==> config.mk <==
export PLATFORM = sky130hd
export DESIGN_NAME = multicycle_control_flat
export DESIGN_NICKNAME = d
export VERILOG_FILES = /design/src/rtl/multicycle_control_if.sv /design/src/rtl/multicycle_control.sv /design/src/flat_wrapper.sv
export SDC_FILE = /design/constraint.sdc
export NUM_CORES = 1
export LEC_CHECK = 0
export CAP_MARGIN = 20
export CORE_MARGIN = 2
export CORE_UTILIZATION = 42
export CTS_CLUSTER_SIZE = 12
export DETAILED_ROUTE_END_ITERATION = 10
export GPL_TIMING_DRIVEN = 0
export MAX_ROUTING_LAYER = met4
export PLACE_DENSITY = 0.79
export SYNTH_ARGS = -nofsm -noshare
export SYNTH_HDL_FRONTEND = slang
export SYNTH_SLANG_ARGS = --single-unit
==> constraint.sdc <==
create_clock -name clk -period 5.35 [get_ports clk]
set_input_delay 1.605 -clock clk [delete_from_list [all_inputs] [get_ports clk]]
set_output_delay 1.605 -clock clk [all_outputs]
set_load 0.02 [all_outputs]
==> src/rtl/multicycle_control_if.sv <==
// Control bundle between the multicycle controller and the datapath.
// master: controller side (drives strobes/selects); slave: datapath side.
interface multicycle_control_if;
    logic [5:0] opcode;
    logic [5:0] funct;
    logic       zero;
    logic       mem_ready;
    logic       pc_write;
    logic [1:0] pc_src;
    logic       ir_write;
    logic       i_or_d;
    logic       mem_read;
    logic       mem_write;
    logic       mem_wdata_pc;
    logic       reg_write;
    logic       reg_dst;
    logic [1:0] mem_to_reg;
    logic       alu_src_a;
    logic [1:0] alu_src_b;
    logic [1:0] alu_op;
    logic       trap;
    logic [3:0] state;

    modport master (
        input  opcode, funct, zero, mem_ready,
        output pc_write, pc_src, ir_write, i_or_d, mem_read, mem_write,
        output mem_wdata_pc, reg_write, reg_dst, mem_to_reg,
        output alu_src_a, alu_src_b, alu_op, trap, state
    );

    modport slave (
        output opcode, funct, zero, mem_ready,
        input  pc_write, pc_src, ir_write, i_or_d, mem_read, mem_write,
        input  mem_wdata_pc, reg_write, reg_dst, mem_to_reg,
        input  alu_src_a, alu_src_b, alu_op, trap, state
    );
endinterface

==> src/rtl/multicycle_control.sv <==
// Multicycle FSM controller for the extended MIPS datapath (R/lw/sw/beq,
// jmem, bmem, js, pctoreg). Ports: clk, reset (async high), bus (master).
module multicycle_control #(
    parameter bit MEM_HANDSHAKE = 1'b1,
    parameter int WAIT_LIMIT    = 15,
    parameter int WAIT_W        = 4
) (
    input  logic                 clk,
    input  logic                 reset,
    multicycle_control_if.master bus
);
    typedef enum logic [3:0] {
        S_IDLE    = 4'd0,
        S_FETCH   = 4'd1,
        S_DECODE  = 4'd2,
        S_MADDR   = 4'd3,
        S_MREAD   = 4'd4,
        S_MWB     = 4'd5,
        S_MWRITE  = 4'd6,
        S_REXEC   = 4'd7,
        S_RWB     = 4'd8,
        S_BEQ     = 4'd9,
        S_JMEMPC  = 4'd10,
        S_BMEMCMP = 4'd11,
        S_JSSTORE = 4'd12,
        S_PCWB    = 4'd13,
        S_TRAP    = 4'd15
    } state_e;

    localparam logic [WAIT_W-1:0] LIMIT = WAIT_W'(WAIT_LIMIT);

    state_e            state_q, state_d;
    logic [WAIT_W-1:0] wait_q, wait_d;
    state_e            done_next;
    logic              done;
    logic              is_mem_state;

    logic is_rtype, is_jmem, is_pctoreg, is_ralu;
    logic is_lw, is_sw, is_beq, is_bmem, is_js;

    assign done       = MEM_HANDSHAKE ? bus.mem_ready : 1'b1;
    assign is_rtype   = (bus.opcode == 6'h00);
    assign is_jmem    = is_rtype && (bus.funct == 6'h2D);
    assign is_pctoreg = is_rtype && (bus.funct == 6'h16);
    assign is_ralu    = is_rtype && !is_jmem && !is_pctoreg;
    assign is_lw      = (bus.opcode == 6'h23);
    assign is_sw      = (bus.opcode == 6'h2B);
    assign is_beq     = (bus.opcode == 6'h04);
    assign is_bmem    = (bus.opcode == 6'h14);
    assign is_js      = (bus.opcode == 6'h13);

    assign is_mem_state = (state_q == S_FETCH) || (state_q == S_MREAD) ||
                          (state_q == S_MWRITE) || (state_q == S_JSSTORE);

    // Successor of a memory state once its access completes.
    always_comb begin
        done_next = S_FETCH;
        case (state_q)
            S_FETCH: done_next = S_DECODE;
            S_MREAD: begin
                unique case (1'b1)
                    is_lw:   done_next = S_MWB;
                    is_jmem: done_next = S_JMEMPC;
                    is_bmem: done_next = S_BMEMCMP;
                    default: done_next = S_TRAP;
                endcase
            end
            default: done_next = S_FETCH;
        endcase
    end

    always_comb begin
        state_d = state_q;
        wait_d  = '0;
        if (is_mem_state) begin
            // A completing access beats the timeout in the same cycle.
            if (done) begin
                state_d = done_next;
            end else if (wait_q == LIMIT) begin
                state_d = S_TRAP;
            end else begin
                wait_d = wait_q + WAIT_W'(1);
            end
        end else begin
            case (state_q)
                S_IDLE:   state_d = S_FETCH;
                S_DECODE: begin
                    unique case (1'b1)
                        is_ralu:    state_d = S_REXEC;
                        is_pctoreg: state_d = S_PCWB;
                        is_jmem, is_lw, is_sw, is_bmem, is_js:
                                    state_d = S_MADDR;
                        is_beq:     state_d = S_BEQ;
                        default:    state_d = S_TRAP;
                    endcase
                end
                S_MADDR: begin
                    unique case (1'b1)
                        is_lw, is_bmem, is_jmem: state_d = S_MREAD;
                        is_sw:   state_d = S_MWRITE;
                        is_js:   state_d = S_JSSTORE;
                        default: state_d = S_TRAP;
                    endcase
                end
                S_TRAP:  state_d = S_TRAP;
                S_MWB, S_RWB, S_BEQ, S_JMEMPC, S_BMEMCMP, S_PCWB,
                S_REXEC: state_d = (state_q == S_REXEC) ? S_RWB : S_FETCH;
                default: state_d = S_TRAP;
            endcase
        end
    end

    always_ff @(posedge clk or posedge reset) begin
        if (reset) begin
            state_q <= S_IDLE;
            wait_q  <= '0;
        end else begin
            state_q <= state_d;
            wait_q  <= wait_d;
        end
    end

    // Outputs decode the state flop so reset clears them asynchronously.
    always_comb begin
        bus.pc_write     = 1'b0;
        bus.pc_src       = 2'b00;
        bus.ir_write     = 1'b0;
        bus.i_or_d       = 1'b0;
        bus.mem_read     = 1'b0;
        bus.mem_write    = 1'b0;
        bus.mem_wdata_pc = 1'b0;
        bus.reg_write    = 1'b0;
        bus.reg_dst      = 1'b0;
        bus.mem_to_reg   = 2'b00;
        bus.alu_src_a    = 1'b0;
        bus.alu_src_b    = 2'b00;
        bus.alu_op       = 2'b00;
        bus.trap         = 1'b0;
        case (state_q)
            S_FETCH: begin
                bus.mem_read  = 1'b1;
                bus.alu_src_b = 2'b01;
                bus.ir_write  = done;
                bus.pc_write  = done;
            end
            S_DECODE: bus.alu_src_b = 2'b11;
            S_MADDR: begin
                bus.alu_src_a = 1'b1;
                bus.alu_src_b = is_jmem ? 2'b00 : 2'b10;
            end
            S_MREAD: begin
                bus.mem_read = 1'b1;
                bus.i_or_d   = 1'b1;
            end
            S_MWB: begin
                bus.reg_write  = 1'b1;
                bus.mem_to_reg = 2'b01;
            end
            S_MWRITE: begin
                bus.mem_write = 1'b1;
                bus.i_or_d    = 1'b1;
            end
            S_REXEC: begin
                bus.alu_src_a = 1'b1;
                bus.alu_op    = 2'b10;
            end
            S_RWB: begin
                bus.reg_write = 1'b1;
                bus.reg_dst   = 1'b1;
            end
            S_BEQ: begin
                bus.alu_src_a = 1'b1;
                bus.alu_op    = 2'b01;
                bus.pc_src    = 2'b01;
                bus.pc_write  = bus.zero;
            end
            S_JMEMPC: begin
                bus.pc_write = 1'b1;
                bus.pc_src   = 2'b11;
            end
            S_BMEMCMP: begin
                bus.alu_src_a = 1'b1;
                bus.alu_op    = 2'b01;
                bus.pc_src    = 2'b11;
                bus.pc_write  = bus.zero;
            end
            S_JSSTORE: begin
                bus.mem_write    = 1'b1;
                bus.i_or_d       = 1'b1;
                bus.mem_wdata_pc = 1'b1;
                bus.pc_src       = 2'b10;
                bus.pc_write     = done;
            end
            S_PCWB: begin
                bus.reg_write  = 1'b1;
                bus.reg_dst    = 1'b1;
                bus.mem_to_reg = 2'b10;
            end
            S_TRAP:  bus.trap = 1'b1;
            default: ;
        endcase
    end

    assign bus.state = state_q;
endmodule

==> src/flat_wrapper.sv <==
// flat-port wrapper written by rule: the top's interface ports become plain ports
module multicycle_control_flat 
#(
    parameter bit MEM_HANDSHAKE = 1'b1,
    parameter int WAIT_LIMIT    = 15,
    parameter int WAIT_W        = 4
)
  (clk, reset, bus_opcode, bus_funct, bus_zero, bus_mem_ready, bus_pc_write, bus_pc_src, bus_ir_write, bus_i_or_d, bus_mem_read, bus_mem_write, bus_mem_wdata_pc, bus_reg_write, bus_reg_dst, bus_mem_to_reg, bus_alu_src_a, bus_alu_src_b, bus_alu_op, bus_trap, bus_state);
  multicycle_control_if bus_i ();
  input  logic clk;
  input  logic reset;
  input wire logic [$bits(bus_i.opcode)-1:0] bus_opcode;
  input wire logic [$bits(bus_i.funct)-1:0] bus_funct;
  input wire logic [$bits(bus_i.zero)-1:0] bus_zero;
  input wire logic [$bits(bus_i.mem_ready)-1:0] bus_mem_ready;
  output wire logic [$bits(bus_i.pc_write)-1:0] bus_pc_write;
  output wire logic [$bits(bus_i.pc_src)-1:0] bus_pc_src;
  output wire logic [$bits(bus_i.ir_write)-1:0] bus_ir_write;
  output wire logic [$bits(bus_i.i_or_d)-1:0] bus_i_or_d;
  output wire logic [$bits(bus_i.mem_read)-1:0] bus_mem_read;
  output wire logic [$bits(bus_i.mem_write)-1:0] bus_mem_write;
  output wire logic [$bits(bus_i.mem_wdata_pc)-1:0] bus_mem_wdata_pc;
  output wire logic [$bits(bus_i.reg_write)-1:0] bus_reg_write;
  output wire logic [$bits(bus_i.reg_dst)-1:0] bus_reg_dst;
  output wire logic [$bits(bus_i.mem_to_reg)-1:0] bus_mem_to_reg;
  output wire logic [$bits(bus_i.alu_src_a)-1:0] bus_alu_src_a;
  output wire logic [$bits(bus_i.alu_src_b)-1:0] bus_alu_src_b;
  output wire logic [$bits(bus_i.alu_op)-1:0] bus_alu_op;
  output wire logic [$bits(bus_i.trap)-1:0] bus_trap;
  output wire logic [$bits(bus_i.state)-1:0] bus_state;
  assign bus_i.opcode = bus_opcode;
  assign bus_i.funct = bus_funct;
  assign bus_i.zero = bus_zero;
  assign bus_i.mem_ready = bus_mem_ready;
  assign bus_pc_write = bus_i.pc_write;
  assign bus_pc_src = bus_i.pc_src;
  assign bus_ir_write = bus_i.ir_write;
  assign bus_i_or_d = bus_i.i_or_d;
  assign bus_mem_read = bus_i.mem_read;
  assign bus_mem_write = bus_i.mem_write;
  assign bus_mem_wdata_pc = bus_i.mem_wdata_pc;
  assign bus_reg_write = bus_i.reg_write;
  assign bus_reg_dst = bus_i.reg_dst;
  assign bus_mem_to_reg = bus_i.mem_to_reg;
  assign bus_alu_src_a = bus_i.alu_src_a;
  assign bus_alu_src_b = bus_i.alu_src_b;
  assign bus_alu_op = bus_i.alu_op;
  assign bus_trap = bus_i.trap;
  assign bus_state = bus_i.state;
  multicycle_control #(.MEM_HANDSHAKE(MEM_HANDSHAKE), .WAIT_LIMIT(WAIT_LIMIT), .WAIT_W(WAIT_W)) u_core (.clk(clk), .reset(reset), .bus(bus_i));
endmodule
==> reports/qor.yml <==
run_status:
  outcome: "completed"
global_routing:
  grt_pass1_vias: 1085
  grt_pass1_wl_um: 4460
  antenna_found_initial: 0
  grt.overflow.total: 0
  grt_usage_pct: 22.7
  grt_max_degree: 11
layout:
  fin_nets: 188
  area_delta_synth_final_pct: 46.4
  nFillCells: 170
  area.sequential_um2: 200
  diodes: 0
  multi_input_area_um2: 642
  drive_above_1_share_pct: 7.10
pwr:
  p_per_area_nw_per_um2: 521
  p_leak_nw: 0.498
  ir_worst_vdd_uv: 318
cts:
  clock-sinks: 8
  cts_root_buf: "clkbuf_4"
  clock_path_buffers: 2
  cts_setup_buffers: 0
  htreeDepth: 1
  postCtsHoldBufs: 0
  insertion_delay_ps: 250
  cts_resized: 0
  clk_pin_slew_ps: 50
  numCtsBuffers: 3
  cts_tree: "built"
worst_hold_path:
  hold_class: "flip-flop to flip-flop"
  hold_start: "u_core.wait_q[0]$_DFF_PP0_"
yosys:
  ys_types: 40
  syn-cell-area_um2: 897
  syn_area_per_cell_um2: 6.90
  synthCells: 130
  ys_warn_count: 0
  syn-num-nets: 147
  ys_seq_area_share_pct: 22.3
  yosys_register_bits: 8
timing:
  clock.fmax_mhz: 196
  slew_headroom_pct: 65.2
  finalSetupViolations: 0
  finalHoldViolCount: 0
  rsz0062_at_grt: "no"
  max_slew.worst_pin.slew_ps: 519
  slew_violations: 0
  skew_ps: 1.12
  fin_crit_sh_pct: 95.5
  post-route-min-period_ps: 5110
  tns_ps: 0
  finalWorstSetupSlack_ps: 242
run:
  drv_cap: 0
die:
  core_um2: 1980
  row_count: 16
  die_w_um: 50.2
  die_h_um: 50.2
  pin_count: 38
  dieArea_um2: 2520
  initial_core_util_pct: 45.3
critical_path:
  worst-path-max-fanout: 4
  crit_type: "primary input to output pin"
  crit_family: "buffers and inverters"
  reg2reg_from: "u_core.bus.state[2]$_DFFE_PP0P_"
  cp_cell_sequence: "clkdlybuf4s50_1, nor3_1, nand2_1, nor3_1, a211oi_1, clkdlybuf4s50_1"
  worstPathArrival_ps: 3500
  max_stage_delay_ps: 570
  slowest_stage: "clkdlybuf4s50_1"
  crit_start: "bus_opcode[3]"
  crit_required_ps: 3740
  r2r_slack_ps: 3530
  critPathBufInv: 2
  cp-end-kind: "output pin"
  critPathLaunchType: "primary input"
placement:
  dpl.hpwl_um: 2090
  io_buffer_count: 36
  gp_congestion: 0.890
  pre_cts_ws_ps: 241
drt:
  wirelength_um: 2650
  drc_errors: 0
  ant_nets: 0
  wl_per_cell_um: 13.5
  via_per_inst: 5.83
  drt-pass1-iter-count: 4
  drt_iter0_markers: 57
  via_count: 1142
==> cell usage in the layout, fill, tap and decap left out, types with 2 or more instances in the layout <==
master	n
a211oi_1	2
a21oi_1	7
a31o_2	2
a31oi_1	4
and2_1	2
buf_2	2
clkbuf_1	6
clkbuf_4	3
clkdlybuf4s50_1	36
dfrtp_1	8
inv_1	6
nand2_1	10
nand2b_1	7
nand3_1	4
nor2_1	19
nor2b_1	2
nor3_1	13
nor3b_1	2
o21ai_0	9
or3_4	2
xnor2_1	2
==> area by class of cell <==
| class | instances | share of cell area [%] |
|---|---|---|
| multi-input cells | 108 | 48.9 |
| flip-flops and latches | 8 | 15.2 |
| inverters | 6 | 1.71 |
| clock buffers | 3 | 1.71 |
| repair buffers | 36 | 27.4 |
| plain buffers | 8 | 2.48 |
| well taps | 27 | 2.57 |
==> metrics by stage <==
| step | hold slack (ps) | area [µm²] | power, W | utilization [%] | std cells |
|---|---|---|---|---|---|
| global route | 505 | 1310 | 0.000732 | 66.3 | 196 |
| global placement | 454 | 1290 | 0.000625 | 65.2 | 193 |
| CTS | 482 | 1310 | 0.000683 | 66.3 | 196 |
| detailed placement | 475 | 1290 | 0.000635 | 65.2 | 193 |
| floorplan | 441 | 897 | 0.000427 | - | 130 |
| finish | 488 | 1310 | 0.000685 | 66.3 | 196 |
==> worst register-to-register path, stage by stage, from the launching register on <==
cell       delay, ps
dfrtp_1          400
clkbuf_1         330
nor3b_1          470
o21ai_0          140
a2bb2oi_1        150
o21ai_0           90
a21oi_1          100
==> layer usage <==
layer | up-vias | global-route usage [%] | part of all wire [%]
li1 | 555 | - | -
met1 | 531 | 26.3 | 39
met2 | 54 | 41.4 | 54
met3 | 2 | 2.98 | 6.5
met4 | 0 | 4.63 | 0.53
met5 | - | - | 0
==> path summary, 6_finish.rpt <==
path,to,cells after the start
worst max-delay path,bus_alu_src_b[1],6
min in group asynchronous,u_core.bus.state[1]$_DFFE_PP0P_,2
max in group asynchronous,u_core.bus.state[2]$_DFFE_PP0P_,2
worst min-delay path,u_core.wait_q[0]$_DFF_PP0_,1
worst max register to register,u_core.bus.state[0]$_DFFE_PP0P_,6
worst min register to register,u_core.wait_q[0]$_DFF_PP0_,1
==> synth_stat cells (all sizes together) <==
master	number	area share, %
a211oi	2	1.7
a21boi	2	1.7
a21o	1	0.84
a21oi	7	3.9
a2bb2oi	1	0.98
a311oi	2	2.6
a31o	2	2.0
a31oi	4	2.8
a32oi	1	0.98
and2	2	1.4
buf	2	1.1
clkbuf	6	2.5
dfrtp	8	22
ha	1	1.4
inv	6	2.5
mux2i	1	1.1
nand2	10	4.2
nand2b	7	4.9
nand3	4	2.2
nand3b	1	0.84
nand4b	1	0.98
nor2	19	7.9
nor2b	2	1.4
nor3	13	7.3
nor3b	2	1.7
nor4	1	1.4
nor4bb	1	1.1
o2111ai	1	0.98
o21ai	10	5.6
o22ai	1	0.70
o311ai	1	0.98
o31a	1	0.98
or2	1	0.70
or3	2	2.5
or3b	1	0.98
xnor2	2	2.0
xor2	1	0.98
==> power by group <==
part | total [W] | internal (W) | switching, W
Clock | 0.0000462 | 0.0000257 | 0.0000205
Sequential | 0.000101 | 0.0000789 | 0.0000223
Combinational | 0.000537 | 0.000231 | 0.000306
Total | 0.000685 | 0.000335 | 0.000349
==> sequential cells by signal, summed over array words and instances, names as in the netlist <==
signal	cells
u_core.wait_q	4
u_core.bus.state	4
==> cell families (layout without fill, tap and decap cells) <==
logic type,Yosys count,count (layout),share of synthesized area (%)
multiplexers,1,1,1.12
AND/OR/NAND/NOR,67,67,39.5
XOR/XNOR,3,3,2.93
AO/OA/AOI/OAI,36,36,26.6
flip-flops,8,8,22.3
buffers and inverters,14,53,6.14
adder cells (fa/ha/maj),1,1,1.39
No activity file was read; power rests on OpenSTA's default activity.
